$ cat config.mk
export PLATFORM = sky130hd
export DESIGN_NAME = i2s_rx_flat
export DESIGN_NICKNAME = d
export VERILOG_FILES = /design/src/rtl/audio_pkg.sv /design/src/rtl/i2s_rx_if.sv /design/src/rtl/i2s_sync.sv /design/src/rtl/i2s_rx.sv /design/src/flat_wrapper.sv
export SDC_FILE = /design/constraint.sdc
export NUM_CORES = 1
export LEC_CHECK = 0
export CAP_MARGIN = 20
export CORE_ASPECT_RATIO = 1.5
export CORE_MARGIN = 2
export CORE_UTILIZATION = 50
export CTS_CLUSTER_SIZE = 28
export DETAILED_ROUTE_END_ITERATION = 8
export GPL_ROUTABILITY_DRIVEN = 0
export GPL_TIMING_DRIVEN = 1
export PLACE_DENSITY = 0.69
export SLEW_MARGIN = 0
export SYNTH_ARGS = -nofsm -noshare
export SYNTH_HDL_FRONTEND = slang
export SYNTH_SLANG_ARGS = --single-unit
$ cat constraint.sdc
create_clock -name clk -period 11.2 [get_ports clk]
set_input_delay 3.36 -clock clk [delete_from_list [all_inputs] [get_ports clk]]
set_output_delay 3.36 -clock clk [all_outputs]
set_load 0.01 [all_outputs]
$ cat src/rtl/audio_pkg.sv
// Shared audio definitions: default sample width, I2S receiver FSM states
// and the bclk inactivity timeout.
package audio_pkg;

  localparam int unsigned AUDIO_DATA_W   = 24;
  localparam int unsigned BCLK_TIMEOUT_W = 16;
  localparam logic [BCLK_TIMEOUT_W-1:0] BCLK_TIMEOUT = '1;

  typedef enum logic [1:0] {
    ST_HUNT,
    ST_SHIFT,
    ST_SKIP
  } rx_state_t;

endpackage

$ cat src/rtl/i2s_rx_if.sv
// Stereo sample stream from the I2S receiver to its consumer, including
// the overrun status and its clear.
interface i2s_rx_if #(
  parameter int unsigned DATA_W = audio_pkg::AUDIO_DATA_W
);

  logic              valid;
  logic              ready;
  logic [DATA_W-1:0] left;
  logic [DATA_W-1:0] right;
  logic              overrun;
  logic              clr_ovr;

  modport master (
    output valid, left, right, overrun,
    input  ready, clr_ovr
  );

  modport slave (
    input  valid, left, right, overrun,
    output ready, clr_ovr
  );

endinterface

$ cat src/rtl/i2s_sync.sv
// Multi-flop synchronizer for one asynchronous input, with a registered
// copy of the synchronized level and a one-clk rising-edge pulse aligned to it.
module i2s_sync #(
  parameter int unsigned STAGES = 2
) (
  input  logic clk,
  input  logic rst,
  input  logic d,
  output logic q,
  output logic rise
);

  logic [STAGES-1:0] sr;

  always_ff @(posedge clk or posedge rst) begin
    if (rst) begin
      sr   <= '0;
      q    <= 1'b0;
      rise <= 1'b0;
    end else begin
      sr   <= STAGES'({sr, d});
      q    <= sr[STAGES-1];
      rise <= sr[STAGES-1] & ~q;
    end
  end

endmodule

$ cat src/rtl/i2s_rx.sv
// I2S receiver: synchronizes the codec bit clock, word select and data,
// deserializes left/right words and presents complete stereo frames.
module i2s_rx
  import audio_pkg::*;
#(
  parameter int unsigned DATA_W      = AUDIO_DATA_W,
  parameter int unsigned SYNC_STAGES = 2
) (
  input  logic clk,
  input  logic rst,
  input  logic bclk,
  input  logic lrclk,
  input  logic sdata,
  i2s_rx_if.master bus
);

  localparam int unsigned CNT_W = $clog2(DATA_W + 1);
  localparam logic [CNT_W-1:0] LAST_BIT = CNT_W'(DATA_W - 1);

  logic bclk_rise, lr_s, sd_s;
  logic bclk_lvl_unused, lr_rise_unused, sd_rise_unused;

  rx_state_t                 state;
  logic [CNT_W-1:0]          bit_cnt;
  logic [DATA_W-1:0]         shreg;
  logic                      chan;
  logic                      prev_lr;
  logic                      lr_known;
  logic [BCLK_TIMEOUT_W-1:0] idle_cnt;
  logic [DATA_W-1:0]         stage_left;
  logic                      left_present;

  logic              boundary_c, timeout_c, word_done_c, frame_c;
  logic [DATA_W-1:0] shift_in_c, word_c;

  i2s_sync #(.STAGES(SYNC_STAGES)) u_sync_bclk (
    .clk (clk), .rst (rst), .d (bclk),  .q (bclk_lvl_unused), .rise (bclk_rise)
  );
  i2s_sync #(.STAGES(SYNC_STAGES)) u_sync_lrclk (
    .clk (clk), .rst (rst), .d (lrclk), .q (lr_s), .rise (lr_rise_unused)
  );
  i2s_sync #(.STAGES(SYNC_STAGES)) u_sync_sdata (
    .clk (clk), .rst (rst), .d (sdata), .q (sd_s), .rise (sd_rise_unused)
  );

  // Word completion; in a short slot the boundary bit is the word's own LSB.
  always_comb begin
    shift_in_c  = {shreg[DATA_W-2:0], sd_s};
    boundary_c  = bclk_rise && lr_known && (lr_s != prev_lr);
    timeout_c   = !bclk_rise && (idle_cnt == BCLK_TIMEOUT);
    word_done_c = 1'b0;
    word_c      = '0;
    if (state == ST_SHIFT && bclk_rise) begin
      if (boundary_c) begin
        word_done_c = 1'b1;
        word_c      = shift_in_c << (LAST_BIT - bit_cnt);
      end else if (bit_cnt == LAST_BIT) begin
        word_done_c = 1'b1;
        word_c      = shift_in_c;
      end
    end
    frame_c = word_done_c && chan && left_present;
  end

  always_ff @(posedge clk or posedge rst) begin
    if (rst) begin
      state        <= ST_HUNT;
      bit_cnt      <= '0;
      shreg        <= '0;
      chan         <= 1'b0;
      prev_lr      <= 1'b0;
      lr_known     <= 1'b0;
      idle_cnt     <= '0;
      stage_left   <= '0;
      left_present <= 1'b0;
    end else begin
      if (bclk_rise) begin
        idle_cnt <= '0;
        prev_lr  <= lr_s;
        lr_known <= 1'b1;
      end else if (!timeout_c) begin
        idle_cnt <= idle_cnt + BCLK_TIMEOUT_W'(1);
      end

      // A stalled bclk means the stream restarted; resync from a fresh boundary.
      if (timeout_c) begin
        state        <= ST_HUNT;
        bit_cnt      <= '0;
        shreg        <= '0;
        lr_known     <= 1'b0;
        left_present <= 1'b0;
      end else if (bclk_rise) begin
        case (state)
          ST_HUNT: begin
            if (boundary_c) begin
              state <= ST_SHIFT;
              chan  <= lr_s;
            end
          end
          ST_SHIFT: begin
            if (boundary_c) begin
              chan    <= lr_s;
              bit_cnt <= '0;
              shreg   <= '0;
            end else if (bit_cnt == LAST_BIT) begin
              state   <= ST_SKIP;
              bit_cnt <= '0;
              shreg   <= '0;
            end else begin
              shreg   <= shift_in_c;
              bit_cnt <= bit_cnt + CNT_W'(1);
            end
          end
          ST_SKIP: begin
            if (boundary_c) begin
              state <= ST_SHIFT;
              chan  <= lr_s;
            end
          end
          default: state <= ST_HUNT;
        endcase
      end

      if (word_done_c) begin
        if (!chan) begin
          stage_left   <= word_c;
          left_present <= 1'b1;
        end else begin
          left_present <= 1'b0;
        end
      end
    end
  end

  // Output holding register; a frame arriving while the old one is unaccepted is dropped.
  always_ff @(posedge clk or posedge rst) begin
    if (rst) begin
      bus.valid   <= 1'b0;
      bus.left    <= '0;
      bus.right   <= '0;
      bus.overrun <= 1'b0;
    end else begin
      if (frame_c && (!bus.valid || bus.ready)) begin
        bus.valid <= 1'b1;
        bus.left  <= stage_left;
        bus.right <= word_c;
      end else if (bus.valid && bus.ready) begin
        bus.valid <= 1'b0;
      end

      if (frame_c && bus.valid && !bus.ready) begin
        bus.overrun <= 1'b1;
      end else if (bus.clr_ovr) begin
        bus.overrun <= 1'b0;
      end
    end
  end

endmodule

$ cat src/flat_wrapper.sv
// flat-port wrapper written by rule: the top's interface ports become plain ports
module i2s_rx_flat import audio_pkg::*;
#(
  parameter int unsigned DATA_W      = AUDIO_DATA_W,
  parameter int unsigned SYNC_STAGES = 2
)
  (clk, rst, bclk, lrclk, sdata, bus_valid, bus_left, bus_right, bus_overrun, bus_ready, bus_clr_ovr);
  i2s_rx_if #(.DATA_W(DATA_W)) bus_i ();
  input  logic clk;
  input  logic rst;
  input  logic bclk;
  input  logic lrclk;
  input  logic sdata;
  output wire logic [$bits(bus_i.valid)-1:0] bus_valid;
  output wire logic [$bits(bus_i.left)-1:0] bus_left;
  output wire logic [$bits(bus_i.right)-1:0] bus_right;
  output wire logic [$bits(bus_i.overrun)-1:0] bus_overrun;
  input wire logic [$bits(bus_i.ready)-1:0] bus_ready;
  input wire logic [$bits(bus_i.clr_ovr)-1:0] bus_clr_ovr;
  assign bus_valid = bus_i.valid;
  assign bus_left = bus_i.left;
  assign bus_right = bus_i.right;
  assign bus_overrun = bus_i.overrun;
  assign bus_i.ready = bus_ready;
  assign bus_i.clr_ovr = bus_clr_ovr;
  i2s_rx #(.DATA_W(DATA_W), .SYNC_STAGES(SYNC_STAGES)) u_core (.clk(clk), .rst(rst), .bclk(bclk), .lrclk(lrclk), .sdata(sdata), .bus(bus_i));
endmodule
Word-level counts from Yosys, hierarchy flattened

Index checks and enable logic that the tools add are counted.

Flip-flop bits (word level): 134
Word-level logic and storage cells: 96
Memory bits (writable): 0
Memories kept: 0
ROM bits: 0
Bits in latches: 0
Output and inout bits: 50

Div/mod/pow operators: 0
Order comparisons: 0
Multipliers: 0
Shift operators: 1
Add/sub/neg operators: 3
Equal/unequal tests: 9
Muxes and demuxes: 33
Bitwise gates (word level): 4
Reductions and logical operators: 26

Operators by type and width:

| cell                                           | count |
|---|---|
| 2-to-1 mux 23 bit                              | 5 |
| 2-to-1 mux 24 bit                              | 3 |
| 2-to-1 mux 16 bit                              | 2 |
| 2-to-1 mux 5 bit                               | 5 |
| << shifter 24 x 5 -> 24 bit                    | 1 |
| adder 16 x 1 -> 16 bit (second input constant) | 1 |
| == test 16 bit (second input constant)         | 1 |
| 2-to-1 mux 1 bit                               | 12 |
| logical AND 1 bit                              | 10 |
| 2-to-1 mux 2 bit                               | 5 |
| nonzero test 2 bit                             | 5 |
| AND reduction 4 bit                            | 2 |
| adder 5 x 1 -> 5 bit (second input constant)   | 1 |
| == test 5 bit (second input constant)          | 1 |
| subtractor 5 bit (first input constant)        | 1 |
| case mux 2 bit (2 select lines)                | 1 |
| AND reduction 2 bit                            | 2 |
| logical NOT 1 bit                              | 3 |
| != test 3 x 1 -> 1 bit (second input constant) | 1 |
| != test 3 x 2 -> 1 bit (second input constant) | 1 |
| != test 3 bit (second input constant)          | 1 |
| inverter 1 bit                                 | 3 |
| OR reduction 3 bit                             | 1 |
| == test 2 x 1 -> 1 bit (second input constant) | 1 |
| other kinds (7)                                | 7 |

Logic depth before layout (Yosys ltp)

Depth after elaboration: 9
Gate-level depth with buffers: 11

Hierarchy

Synthesis repeated with hierarchy kept, for this count alone.

Cell total of the unflattened synthesis: 672
Area total of the unflattened synthesis: 6924.1 um^2

Modules (own cells, without submodules):

| module   | area an instance (um^2) | times used | cells an instance |
|---|---|---|---|
| i2s_rx   | 6571.3                  | 1          | 654 |
| i2s_sync | 117.6                   | 3          | 6 |

Worst setup path after synthesis

OpenSTA, ideal clock, no wires.

Path type: input to register
Start: in bus_ready
End: reg u_core.bus.right[12]
Path buffers: 1
Stages on the path: 5
Required time: 11.075 ns
Arrival: 4.462 ns
Path slack: 6.614 ns
Cells stage by stage: nand2b_1 -> nand3_1 -> a211oi_2 -> buf_2 -> mux2_2

Cells in the longest elaborated chain, start to end: 2

Ends and longest elaborated chain:

| item                 | RTL line           | source |
|---|---|---|
| from (decl)          | flat_wrapper.sv:18 | `input wire logic [$bits(bus_i.ready)-1:0] bus_ready;` |
| logical OR 1 bit     | i2s_rx.sv:143      | `if (frame_c && (!bus.valid \|\| bus.ready)) begin` |
| logical AND 1 bit    | i2s_rx.sv:143      |  |
| to (signal assigned) | i2s_rx.sv:146      | `bus.right <= word_c;` |
| to (decl)            | i2s_rx_if.sv:15    | `output valid, left, right, overrun,` |

Every way passes these cells.
A chain may end at the register's enable or synchronous reset.

==> results.txt <==
The run finished with clean final reports. Across the VDD grid, the largest voltage drop is 0.108 mV. The fraction of layout cells with a size suffix above 1 is between 10% and 20%. The number of max-capacitance violations reported is 0. The netlist area before placement came out at roughly 7000 um2.

The count of instances resized after the clock tree is built came out at 0. After synthesis, the cell types taking the most area are dfrtp_1 49%, nand2_1 7.3%, mux4_2 5.6%, mux2_2 4.3%, mux2i_1 3.5%. The average wire length per cell after detail routing is approximately 18 um. Counting distinct cell types in the post-synthesis netlist gives 60. Buffers inserted to repair hold after CTS numbered 0.

The clock tree skew after final layout is 0.0146 ns. The share of synthesized flip-flops with an asynchronous set or reset came out at 100%. For this design the static power due to leakage is about 3.6 nW. The startpoint identified for the worst register-to-register timing path is u_core.bit_cnt[0].

The total setup violations reported at the end of the flow is 0. The number of antenna repair diodes came out at 0. In this run the tightest slew margin relative to its limit is between 30% and 40%. The warning count from the yosys run came out at 0.

The transition time at the pin with the least slew margin came out at approximately 1 ns. The post-route antenna net violation count came out at 0. TritonCTS built the clock tree. The via count of the first global-routing pass came out at 5176. The floorplan has 52 rows. The effective utilization at floorplan came out at 50.9%. The average size of a mapped cell is 10.4 um2.

The total wirelength of the detailed-routed design came out at 15700 um. The clock-pin slew reported for the worst setup and hold paths after clock tree synthesis is about 0.060 ns. The number of top-level pins is 57. Dividing total power by cell area gives a power density of about 180 nW/um2. For this run, the detailed router's first-pass iteration total came to 5.

The first global-routing pass estimated 26100 um of wire. The capture instance of the worst register-to-register path is u_core.bus.right[12]. The fmax is about 0.21 GHz. The hold-critical path depth is 0. The overall die height came out at 147 um.

The overall die area is 14700 um2. Of the available clock period, the critical path in the final layout requires 43.2%. The overflow left after global routing is 0. The final layout contains slightly above 700 nets.

The worst endpoint data arrival time came out at 5.26 ns. The number of buffers inserted by port buffering is 56. The DRC marker count from the first detailed-route iteration is 374.

Counting cells, the worst reg-to-reg path comes to 6. The clock latency on the worst-skew pair is between 0.4 and 0.5 ns. The overall routing resource usage is between 20% and 30%. The worst min-delay path category is flip-flop to flip-flop. Setup repair after global routing left no endpoint under its margin. For this run, design rule violations remaining after detail routing come to 0. The largest fanout on the critical path came out at 82. Clock tree synthesis found a total of 134 sinks. The cell chosen for the clock root is clkbuf_16. The number of cells produced by synthesis came out at 659.

The post-CTS setup repair buffer count is 0. STA classifies the critical path endpoint as an async pin. The total number of vias is 5272. In this run the most critical hold path is launched from u_core.u_sync_lrclk.sr[0]. The synthesized netlist net count is 669. The detailed-route vias per instance came out at roughly 6.1. The clock period could shrink to about 4.8 ns. The final setup TNS came out at 0 ns. The number of antenna violations at the first check in global routing came to 0.

The internal reg-to-reg setup slack is 8.28 ns. Summing internal, switching and leakage power gives between 0.001 and 0.0015 W. The number of buffers inserted during clock tree synthesis is 17. The synthesized flop and latch total is 134.

The standard cell core area came out at approximately 13000 um2. The final-report max-slew violation count came out at 0. dfrtp_1 takes more of the synthesized area than any other cell. In the synthesized netlist the dominant register cell turns out to be dfrtp_1. The HPWL after detailed placement is roughly 11000 um. The worst setup path is launched from a primary input. Compared with the post-synthesis result, the final layout area differs by 18.1%. The final hold violation count came out at 0. The maximum number of pins on one net before global-route repair came out at 83.

The required time at the endpoint of the critical path came out at 11.61 ns. The number of H-tree levels came out at 4. In this run the horizontal extent of the chip is 99.6 um. The capture endpoint of the worst hold path is u_core.u_sync_lrclk.sr[1].

The fraction of post-synthesis cell area in the top cell type by area is 48.9%. The share of synthesized area occupied by flip-flops and latches came out at roughly half. In this run, synthesis inferred 0 flip-flops with an integrated enable. The buffer levels on the longest clock path came out at 2. The critical path in this run is classified as primary input to async pin.
## cells in the final DEF, fill, tap and decap left out, types with 6 or more instances in the layout
| cell type | synthesis | routed |
|---|---|---|
| xnor2_1 | 6 | 6 |
| o21ai_0 | 36 | 36 |
| nor3_1 | 9 | 8 |
| dfrtp_1 | 134 | 133 |
| nand2_1 | 133 | 133 |
| a21oi_1 | 12 | 12 |
| a31oi_1 | 10 | 10 |
| buf_4 | 2 | 12 |
| mux2i_1 | 24 | 24 |
| mux4_1 | 8 | 8 |
| mux2_2 | 26 | 26 |
| clkbuf_16 | 0 | 17 |
| clkdlybuf4s50_1 | 0 | 56 |
| xor2_1 | 6 | 6 |
| and3_1 | 7 | 7 |
| nand3_1 | 12 | 12 |
| a22oi_1 | 27 | 27 |
| nor2_1 | 64 | 64 |
| mux4_2 | 17 | 17 |
## Yosys cell counts (all sizes together) (2+ instances only)
cell type,count
clkbuf,29
nand2b,2
and3,7
a22oi,27
and2,2
nand2,133
mux2i,24
nand4,4
o31ai,2
inv,8
mux4,25
buf,22
and4,3
nor2b,5
o2111ai,2
o211ai,3
xor2,6
dfrtp,134
o22ai,3
a21oi,12
a2111oi,2
nand3b,2
xnor2,6
o21ai,38
ha,3
and3b,3
mux2,30
a31oi,10
or2,3
nor3,9
a221oi,6
nor2,64
a211o,2
a211oi,4
nand3,12
## worst max path at each step
stage / from / end / slack (ns)
after floorplan: rst / u_core.bit_cnt[0] / 4.26
after global placement: rst / u_core.u_sync_bclk.sr[0] / 5.90
after detailed placement: rst / u_core.bus.left[5] / 5.82
after CTS: rst / u_core.bus.left[9] / 6.28
after global routing: rst / u_core.u_sync_lrclk.q / 6.05
final: rst / u_core.idle_cnt[3] / 6.36
## cells by family after synthesis
family	count (synthesis)	share of synthesized area, %
simple gates	253	15.9
compound gates	119	11.7
flops	134	48.9
mux	79	17.3
fa+ha+maj	3	0.548
buf+inv	59	4.18
xor+xnor	12	1.53
## state kept, by name, indices dropped and copies added, names as in the netlist, 2 cells and up
register                count
u_core.u_sync_sdata.sr      2
u_core.state                2
u_core.idle_cnt            16
u_core.bit_cnt              5
u_core.u_sync_bclk.sr       2
u_core.bus.left            24
u_core.shreg               23
u_core.u_sync_lrclk.sr      2
u_core.bus.right           24
u_core.stage_left          24
## stage by stage
stage	hold slack (ns)	setup WS [ns]	utilization (%)	instance area (um2)	instances
5_1_grt	0.352	6.05	60.1	8090	870
4_1_cts	0.350	6.28	60.1	8090	870
3_5_place_dp	0.336	5.82	55.5	7470	838
6_report	0.346	6.36	60.1	8090	870
2_1_floorplan	0.331	4.26	-	6850	659
3_3_place_gp	0.333	5.90	55.5	7470	838
## final cells by class
type | instances | area (um2)
fill | 1102 | 5380
sequential | 134 | 3350
multi-input combinational | 466 | 3230
timing repair buffer | 68 | 651
clock buffer | 19 | 453
tap | 162 | 203
clock inverter | 13 | 169
inverter | 8 | 32.5
## per-layer routing
metal | vias up | global-route usage, % | share of wire [%]
met1 | 2619 | 27.3 | 40
li1 | 2417 | - | -
met2 | 188 | 39.8 | 53
met5 | - | 0 | 0
met4 | 0 | 7.60 | 2.6
met3 | 48 | 4.19 | 3.8
## worst max-delay path, cell delays in order
cell	delay, ns
clkdlybuf4s50_1	0.44
inv_4	0.49
buf_4	0.89
## power by group
group / switching [W] / leakage (nW) / internal [W] / total (W)
registers: 0.0000363 / 1.82 / 0.000515 / 0.000551
logic: 0.000162 / 1.47 / 0.000126 / 0.000287
clock network: 0.000220 / 0.293 / 0.000364 / 0.000584
Note: power is estimated with default switching activity, not from simulation.
